`config.mk`:
```
export PLATFORM = sky130hd
export DESIGN_NAME = stopwatch_counter
export DESIGN_NICKNAME = d
export VERILOG_FILES = /design/src/rtl/stopwatch_pkg.sv /design/src/rtl/stopwatch_counter_bcd60.sv /design/src/rtl/stopwatch_counter.sv
export SDC_FILE = /design/constraint.sdc
export NUM_CORES = 1
export LEC_CHECK = 0
export BUFFER_PORTS_ARGS = -buffer_cell sky130_fd_sc_hd__buf_2
export CELL_PAD_IN_SITES_DETAIL_PLACEMENT = 1
export CELL_PAD_IN_SITES_GLOBAL_PLACEMENT = 2
export CORE_MARGIN = 2
export CORE_UTILIZATION = 37
export CTS_CLUSTER_DIAMETER = 150
export DETAILED_ROUTE_END_ITERATION = 6
export PLACE_DENSITY_LB_ADDON = 0.1
export SYNTH_ARGS = -nofsm -noshare
export SYNTH_HDL_FRONTEND = slang
export SYNTH_SLANG_ARGS = --single-unit
```
`constraint.sdc`:
```
create_clock -name clk -period 6.2 [get_ports clk]
set_input_delay 0.62 -clock clk [delete_from_list [all_inputs] [get_ports clk]]
set_output_delay 0.62 -clock clk [all_outputs]
set_load 0.02 [all_outputs]
```
`src/rtl/stopwatch_pkg.sv`:
```
// Shared types and constants for the MM:SS stopwatch: FSM state encoding,
// the zero-extended BCD digit type and the per-field maximum (59).
package stopwatch_pkg;

    typedef enum logic [1:0] {
        ST_PAUSED = 2'd0,
        ST_RUN    = 2'd1,
        ST_ADJUST = 2'd2
    } state_t;

    typedef logic [4:0] digit_t;

    localparam int unsigned FIELD_MAX = 59;
    localparam digit_t      TENS_MAX  = digit_t'(FIELD_MAX / 10);
    localparam digit_t      UNITS_MAX = digit_t'(FIELD_MAX % 10);

    function automatic logic field_at_max(input digit_t tens, input digit_t units);
        return (tens == TENS_MAX) && (units == UNITS_MAX);
    endfunction

endpackage

```
`src/rtl/stopwatch_counter_bcd60.sv`:
```
// bcd60: one 00-59 BCD field (tens/units) with increment, synchronous clear
// and a carry-out flag that is high while the field sits at 59.
module bcd60
    import stopwatch_pkg::*;
(
    input  logic   clk,
    input  logic   rst_n,
    input  logic   clr,
    input  logic   inc,
    output digit_t tens,
    output digit_t units,
    output logic   carry
);

    digit_t tens_r;
    digit_t units_r;

    // Digit registers: clear wins over increment; 59 wraps to 00.
    always_ff @(posedge clk) begin
        if (!rst_n) begin
            tens_r  <= 5'd0;
            units_r <= 5'd0;
        end else if (clr) begin
            tens_r  <= 5'd0;
            units_r <= 5'd0;
        end else if (inc) begin
            if (units_r == UNITS_MAX) begin
                units_r <= 5'd0;
                tens_r  <= (tens_r == TENS_MAX) ? 5'd0 : tens_r + 5'd1;
            end else begin
                units_r <= units_r + 5'd1;
            end
        end else begin
            tens_r  <= tens_r;
            units_r <= units_r;
        end
    end

    // Carry-out means "the next increment wraps"; the parent gates it with inc.
    assign carry = field_at_max(tens_r, units_r);
    assign tens  = tens_r;
    assign units = units_r;

endmodule

```
`src/rtl/stopwatch_counter.sv`:
```
// MM:SS stopwatch with run/pause/adjust FSM and free-running prescalers.
// Define STOPWATCH_ROLLOVER_EN to wrap 59:59 -> 00:00; otherwise it holds and pauses.
module stopwatch_counter
    import stopwatch_pkg::*;
#(
    parameter int CLK_HZ = 100_000_000,
    parameter int ADJ_HZ = 2
) (
    input  logic        clk,
    input  logic        rst_n,
    input  logic        pause_p,
    input  logic        clr_p,
    input  logic        adj,
    input  logic        sel,
    output logic [4:0]  min_l,
    output logic [4:0]  min_r,
    output logic [4:0]  sec_l,
    output logic [4:0]  sec_r,
    output logic [26:0] blink_cnt,
    output logic        running
);

    localparam logic [26:0] TICK1_TERM = 27'(CLK_HZ - 1);
    localparam logic [26:0] TICKA_TERM = 27'((CLK_HZ / ADJ_HZ) - 1);
`ifdef STOPWATCH_ROLLOVER_EN
    localparam logic ROLLOVER = 1'b1;
`else
    localparam logic ROLLOVER = 1'b0;
`endif

    logic [26:0] cnt_r;
    logic [26:0] adj_cnt_r;
    state_t      state_r;
    state_t      next_state_s;
    logic        running_r;
    logic        tick1_s;
    logic        tick_a_s;
    logic        run_tick_s;
    logic        adj_tick_s;
    logic        hold_s;
    logic        sec_inc_s;
    logic        min_inc_s;
    logic        sec_max_s;
    logic        min_max_s;

    assign tick1_s  = (cnt_r == TICK1_TERM);
    assign tick_a_s = (adj_cnt_r == TICKA_TERM);

    // Both prescalers free-run in every state so resume latency is 1..CLK_HZ.
    always_ff @(posedge clk) begin
        if (!rst_n) begin
            cnt_r     <= 27'd0;
            adj_cnt_r <= 27'd0;
        end else begin
            cnt_r     <= tick1_s  ? 27'd0 : cnt_r + 27'd1;
            adj_cnt_r <= tick_a_s ? 27'd0 : adj_cnt_r + 27'd1;
        end
    end

    assign run_tick_s = (state_r == ST_RUN) && tick1_s;
    assign adj_tick_s = (state_r == ST_ADJUST) && tick_a_s;
    assign hold_s     = !ROLLOVER && sec_max_s && min_max_s;
    assign sec_inc_s  = !clr_p && ((run_tick_s && !hold_s) || (adj_tick_s && !sel));
    assign min_inc_s  = !clr_p && ((run_tick_s && !hold_s && sec_max_s) || (adj_tick_s && sel));

    // Next-state logic: adj overrides everything, clear beats pause.
    always_comb begin
        next_state_s = state_r;
        if (adj) begin
            next_state_s = ST_ADJUST;
        end else if (clr_p) begin
            next_state_s = ST_PAUSED;
        end else begin
            case (state_r)
                ST_PAUSED: next_state_s = pause_p ? ST_RUN : ST_PAUSED;
                ST_RUN: begin
                    if (pause_p || (run_tick_s && hold_s)) begin
                        next_state_s = ST_PAUSED;
                    end else begin
                        next_state_s = ST_RUN;
                    end
                end
                ST_ADJUST: next_state_s = ST_PAUSED;
                default:   next_state_s = ST_PAUSED;
            endcase
        end
    end

    // State register plus a registered copy of the RUN decode.
    always_ff @(posedge clk) begin
        if (!rst_n) begin
            state_r   <= ST_PAUSED;
            running_r <= 1'b0;
        end else begin
            state_r   <= next_state_s;
            running_r <= (next_state_s == ST_RUN);
        end
    end

    bcd60 u_sec (
        .clk   (clk),
        .rst_n (rst_n),
        .clr   (clr_p),
        .inc   (sec_inc_s),
        .tens  (sec_l),
        .units (sec_r),
        .carry (sec_max_s)
    );

    bcd60 u_min (
        .clk   (clk),
        .rst_n (rst_n),
        .clr   (clr_p),
        .inc   (min_inc_s),
        .tens  (min_l),
        .units (min_r),
        .carry (min_max_s)
    );

    assign blink_cnt = cnt_r;
    assign running   = running_r;

endmodule

```
# Word level (Yosys, flattened, before mapping)

Index checks and enable logic that the tools add are counted.

Register bits after elaboration: 77
Bits of input ports: 6
Output and inout bits: 48
Word-level logic and storage cells: 57

$add $sub $neg: 6
Equal/unequal tests: 9
Mux-type cells: 9
Bitwise operators: 1
Reduce and logical (&&, ||, !) cells: 24

Operators with widths:

| cell                    | number |
|---|---|
| $add A27 B1 Y27 const B | 2 |
| $eq A27 B26 Y1 const B  | 1 |
| $eq A27 B27 Y1 const B  | 1 |
| $add A5 B1 Y5 const B   | 4 |
| $mux W5                 | 4 |
| $logic_and A1 B1 Y1     | 12 |
| $eq A5 B3 Y1 const B    | 2 |
| $eq A5 B4 Y1 const B    | 2 |
| $reduce_or A2 Y1        | 3 |
| $eq A2 B1 Y1 const B    | 2 |
| $reduce_and A2 Y1       | 2 |
| $logic_not A1 Y1        | 3 |
| $logic_or A1 B1 Y1      | 3 |
| $mux W1                 | 3 |
| $eq A2 B2 Y1 const B    | 1 |
| $logic_not A2 Y1        | 1 |
| $mux W2                 | 1 |
| $pmux W1 S2             | 1 |
| $not A1 Y1              | 1 |

# Depth between registers and ports, before layout

Depth in word-level cells: 10
Gate-level depth with buffers: 10
Gate-level depth less buffers: 8

# Cells and area by module

Synthesis repeated with hierarchy kept, for this count alone.

Cell total of the unflattened synthesis: 429
Area total of the unflattened synthesis: 3,713.6 sq um

Modules (own cells, without submodules):

| module            | instances | cells each | area each (sq um) | sequential area each (sq um) |
|---|---|---|---|---|
| stopwatch_counter | 1         | 309        | 2,627.5           | 1,121.1 |
| bcd60             | 2         | 60         | 543.0             | 200.2 |

# Worst setup path before layout

Ideal clock, no wire load.

Kind: reg2reg
Start point: register u_min.tens_r[0], in the netlist u_min.tens[0]
End point: register u_sec.tens_r[2], in the netlist u_sec.tens[2]
Library setup time: 0.119 ns
Data arrival time: 2.246 ns
Data required time: 6.081 ns
Path slack: 3.835 ns
Cell stages (with the launch flop): 7
Buffers on the path: 0
Clock period less this slack: 2.365 ns
Path through: dfxtp_1 -> ha_1 -> nor4bb_1 -> a41oi_1 -> a32oi_1 -> nor2_1 -> o221a_2

Cells in the longest elaborated chain, start to end: 8

Ends and longest elaborated chain:

| what                        | RTL line                      | source |
|---|---|---|
| start: declaration          | stopwatch_counter_bcd60.sv:15 | `digit_t tens_r;` |
| start signal: assignment    | stopwatch_counter_bcd60.sv:29 | `tens_r <= (tens_r == TENS_MAX) ? 5'd0 : tens_r + 5'd1;` |
| start signal: assignment    | stopwatch_counter_bcd60.sv:34 | `tens_r <= tens_r;` |
| $eq A5 B3 Y1                | stopwatch_pkg.sv:18           | `return (tens == TENS_MAX) && (units == UNITS_MAX);` |
| $logic_and A1 B1 Y1         | stopwatch_pkg.sv:18           |  |
| $logic_and A1 B1 Y1         | stopwatch_counter.sv:62       | `assign hold_s = !ROLLOVER && sec_max_s && min_max_s;` |
| $logic_not A1 Y1            | stopwatch_counter.sv:63       | `assign sec_inc_s = !clr_p && ((run_tick_s && !hold_s) \|\| (adj_tick_s && !sel));` |
| $logic_and A1 B1 Y1         | stopwatch_counter.sv:63       |  |
| $logic_or A1 B1 Y1          | stopwatch_counter.sv:63       |  |
| $logic_and A1 B1 Y1         | stopwatch_counter.sv:63       |  |
| $reduce_and A2 Y1 (no line) | -                             |  |
| end signal: assignment      | stopwatch_counter_bcd60.sv:29 |  |
| end signal: assignment      | stopwatch_counter_bcd60.sv:34 |  |
| end: declaration            | stopwatch_counter_bcd60.sv:15 |  |

Every way passes these cells.
A chain may end at the register's enable or synchronous reset.

# Worst setup path after layout

Start point: register u_min.tens_r[0], in the netlist u_min.tens[0]
End point: register u_min.units_r[3], in the netlist u_min.units[3]

Cells in the longest elaborated chain, start to end: 8

Ends and longest elaborated chain:

| what                              | RTL line                      | source |
|---|---|---|
| $eq A5 B3 Y1                      | stopwatch_pkg.sv:18           |  |
| $logic_and A1 B1 Y1               | stopwatch_pkg.sv:18           |  |
| $logic_and A1 B1 Y1               | stopwatch_counter.sv:62       |  |
| $logic_not A1 Y1                  | stopwatch_counter.sv:64       | `assign min_inc_s = !clr_p && ((run_tick_s && !hold_s && sec_max_s) \|\| (adj_tick_s && sel));` |
| $logic_and A1 B1 Y1 (2 in series) | stopwatch_counter.sv:64       |  |
| $logic_or A1 B1 Y1                | stopwatch_counter.sv:64       |  |
| $logic_and A1 B1 Y1               | stopwatch_counter.sv:64       |  |
| end signal: assignment            | stopwatch_counter_bcd60.sv:31 | `units_r <= units_r + 5'd1;` |
| end signal: assignment            | stopwatch_counter_bcd60.sv:35 | `units_r <= units_r;` |
| end: declaration                  | stopwatch_counter_bcd60.sv:16 | `digit_t units_r;` |

Every way passes these cells.

==> results.py <==
metrics = {
    "outcome": {
        "status": "finished, final reports clean",
    },
    "global_route": {
        "grt_remaining_overflow": 0,
        "first_global_vias": 3206,
        "grt_pass1_wl_mm": 15.8,
        "antenna_found_initial": 0,
        "grt_usage_pct": 17.7,
        "grt_max_degree": 26,
    },
    "layout": {
        "fillers": 1209,
        "syn_to_final_growth_pct": 16.3,
        "stdcell_area_um2": 4310,
        "drive_above_1_share_pct": 18.2,
        "antenna_cells": 0,
        "final_cell_mix": "dfxtp_1, nor2_1, buf_2",
        "layout_commonest_cell": "dfxtp_1",
        "final_nets": 495,
    },
    "power": {
        "powerDensity_nw_per_um2": 215,
        "ir_drop_uv": 132,
        "power.total_w": 0.000927,
        "p_leak_nw": 1.58,
    },
    "timing": {
        "finalSetupViolations": 0,
        "tns_ps": 0,
        "max_freq_mhz": 363,
        "clock_skew_ps": 9.14,
        "tightest_slew_ps": 1350,
        "setup_slack_ps": 3450,
        "rsz0062_at_grt": "no",
        "slew_headroom_pct": 9.98,
        "whs_ps": 464,
        "drv_slew": 0,
        "timing.final.crit_share_pct": 44.4,
        "hold_viol_final": 0,
        "min_period_ps": 2750,
    },
    "cts": {
        "clock_path_buffers": 2,
        "htree_levels": 3,
        "clkLatencyLatePin_ps": 360,
        "cts_root_buf": "clkbuf_8",
        "cts_sinks": 76,
        "cts_setup_buffers": 0,
        "cts_tree": "yes",
        "ctsResizeCount": 0,
        "clk_pin_slew_ps": 80,
        "cts_buffers": 9,
        "cts_hold_buf": 0,
    },
    "route": {
        "num_vias": 3253,
        "drt.antenna.violating_nets": 0,
        "drc": 0,
        "dr.first_iter.drc_count": 88,
        "drt-pass1-iter-count": 4,
        "vias_per_cell": 5.27,
        "routedWlPerCell_um": 14.9,
        "drt-total-wl_mm": 9.22,
    },
    "logic_synthesis": {
        "yosys_warnings": 0,
        "synth.area.top_cells": "dfxtp_1, nor2_1, xnor2_1, xor2_1, nand2_1",
        "synth-edff-count": 0,
        "synth_top_area_share_pct": 41.0,
        "syn-mean-instance-area_um2": 8.75,
        "synth-main-ff-cell": "dfxtp_1",
        "synth_nets": 440,
        "ys_async_sr_fraction_pct": 0,
        "yosys.area.top_type": "dfxtp_1",
        "synth_cell_types": 47,
        "synth_seq_area_share_pct": 41.0,
        "synth_cells": 424,
        "synth.cell_area_um2": 3710,
        "synth-seq-cells": 76,
    },
    "floorplanning": {
        "pin_count": 54,
        "initial_core_util_pct": 38.1,
        "die_width_um": 104,
        "die-area_um2": 10800,
        "core_um2": 9730,
        "die-height_um": 104,
        "core.rowCount": 36,
    },
    "worst_setup_path": {
        "slowest_delay_ps": 750,
        "cp.required_ps": 6450,
        "crit_chain": "ha_1 > nor4bb_1 > nand2_1 > and3_1 > a32oi_2 > nor2_1 > o221a_2",
        "crit_path_end_kind": "register",
        "critPathArrivalTime_ps": 3000,
        "path_max_fanout": 12,
        "worst_path_max_delay_cell": "nor4bb_1",
        "crit_type": "reg2reg",
        "start_kind": "register",
    },
    "place": {
        "place_ws_ps": 3470,
        "place_area_um2": 4110,
        "dp_hpwl_mm": 6.61,
        "gp_congestion": 0.757,
        "io_buffers": 53,
    },
    "job": {
        "maxCapViolations": 0,
    },
    "hold_path": {
        "hold_class": "in2reg",
    },
}
==> per-stage QoR <==
| step | util (%) | std cells |
|---|---|---|
| global route | 44.3 | 617 |
| floorplan | - | 424 |
| CTS | 44.3 | 617 |
| global placement | 42.2 | 601 |
| finish | 44.3 | 617 |
| detailed placement | 42.2 | 601 |
==> metal layers <==
layer | vias to the layer above | track usage, % | wire (µm)
li1 | 1603 | - | -
met1 | 1580 | 21.8 | 4360
met2 | 54 | 29.7 | 4340
met3 | 16 | 4.82 | 339
met4 | 0 | 6.37 | 178
met5 | - | 0 | 0
==> cell usage after synthesis (3+ instances only) <==
cell type / instances
nand2_1: 37
nand4_1: 11
a21oi_1: 12
and2_1: 3
a31o_2: 3
clkbuf_1: 10
and4_1: 7
o21ai_0: 7
inv_1: 17
nand2b_1: 3
mux2i_1: 6
or3_1: 18
nor2_1: 68
and3_1: 7
o211ai_1: 3
nand4b_1: 5
nor3_1: 12
dfxtp_1: 76
xnor2_1: 27
nand3_1: 22
xor2_1: 18
nor4_1: 5
ha_1: 10
nor4bb_1: 5
==> flip-flops by register name (all words and copies together), names as in the netlist <==
signal       flops
u_min.tens       5
u_sec.tens       5
state_r          2
blink_cnt       27
u_min.units      5
u_sec.units      5
adj_cnt_r       27
==> report_power, final <==
| group | switching (W) | leakage (nW) | internal [W] |
|---|---|---|---|
| registers | 0.00000448 | 0.613 | 0.000491 |
| logic | 0.0000202 | 0.873 | 0.00000894 |
| clock network | 0.000202 | 0.0955 | 0.000200 |
| total | 0.000227 | 1.58 | 0.000700 |
==> worst paths after layout <==
path,cells past startpoint,endpoint,start,slack (ps)
max,7,u_min.units[3]$_SDFFE_PP0P_,u_min.tens[0]$_SDFFE_PP0P_,3450
min,2,state_r[0]$_SDFF_PN0_,adj,460
max reg2reg,7,u_min.units[3]$_SDFFE_PP0P_,u_min.tens[0]$_SDFFE_PP0P_,3450
min reg2reg,1,adj_cnt_r[0]$_SDFF_PP0_,adj_cnt_r[0]$_SDFF_PP0_,480
==> critical path, delay by kind of cell, from the launching register on <==
family | cells | cell delay [ps]
DFF | 1 | 420
adders and majority gates | 1 | 160
and+or+nand+nor | 4 | 1150
AOI/OAI and AO/OA | 2 | 910
==> cells by family after synthesis <==
logic type | share of synthesized area [%]
buffers and inverters | 3.04
and+or+nand+nor | 31.6
DFF | 41.0
adders and majority gates | 3.37
AOI/OAI and AO/OA | 8.74
xor gates and xnor gates | 10.6
muxes | 1.62
==> cell type report <==
class	count	area, µm²	share of cell area (%)
Clock buffer	10	138	3.19
Multi-Input combinational cell	320	2070	48.1
Inverter	17	63.8	1.48
Tap cell	133	166	3.86
Timing Repair Buffer	55	280	6.50
Clock inverter	6	70.1	1.62
Sequential cell	76	1520	35.3
No activity file was read; power rests on OpenSTA's default activity.
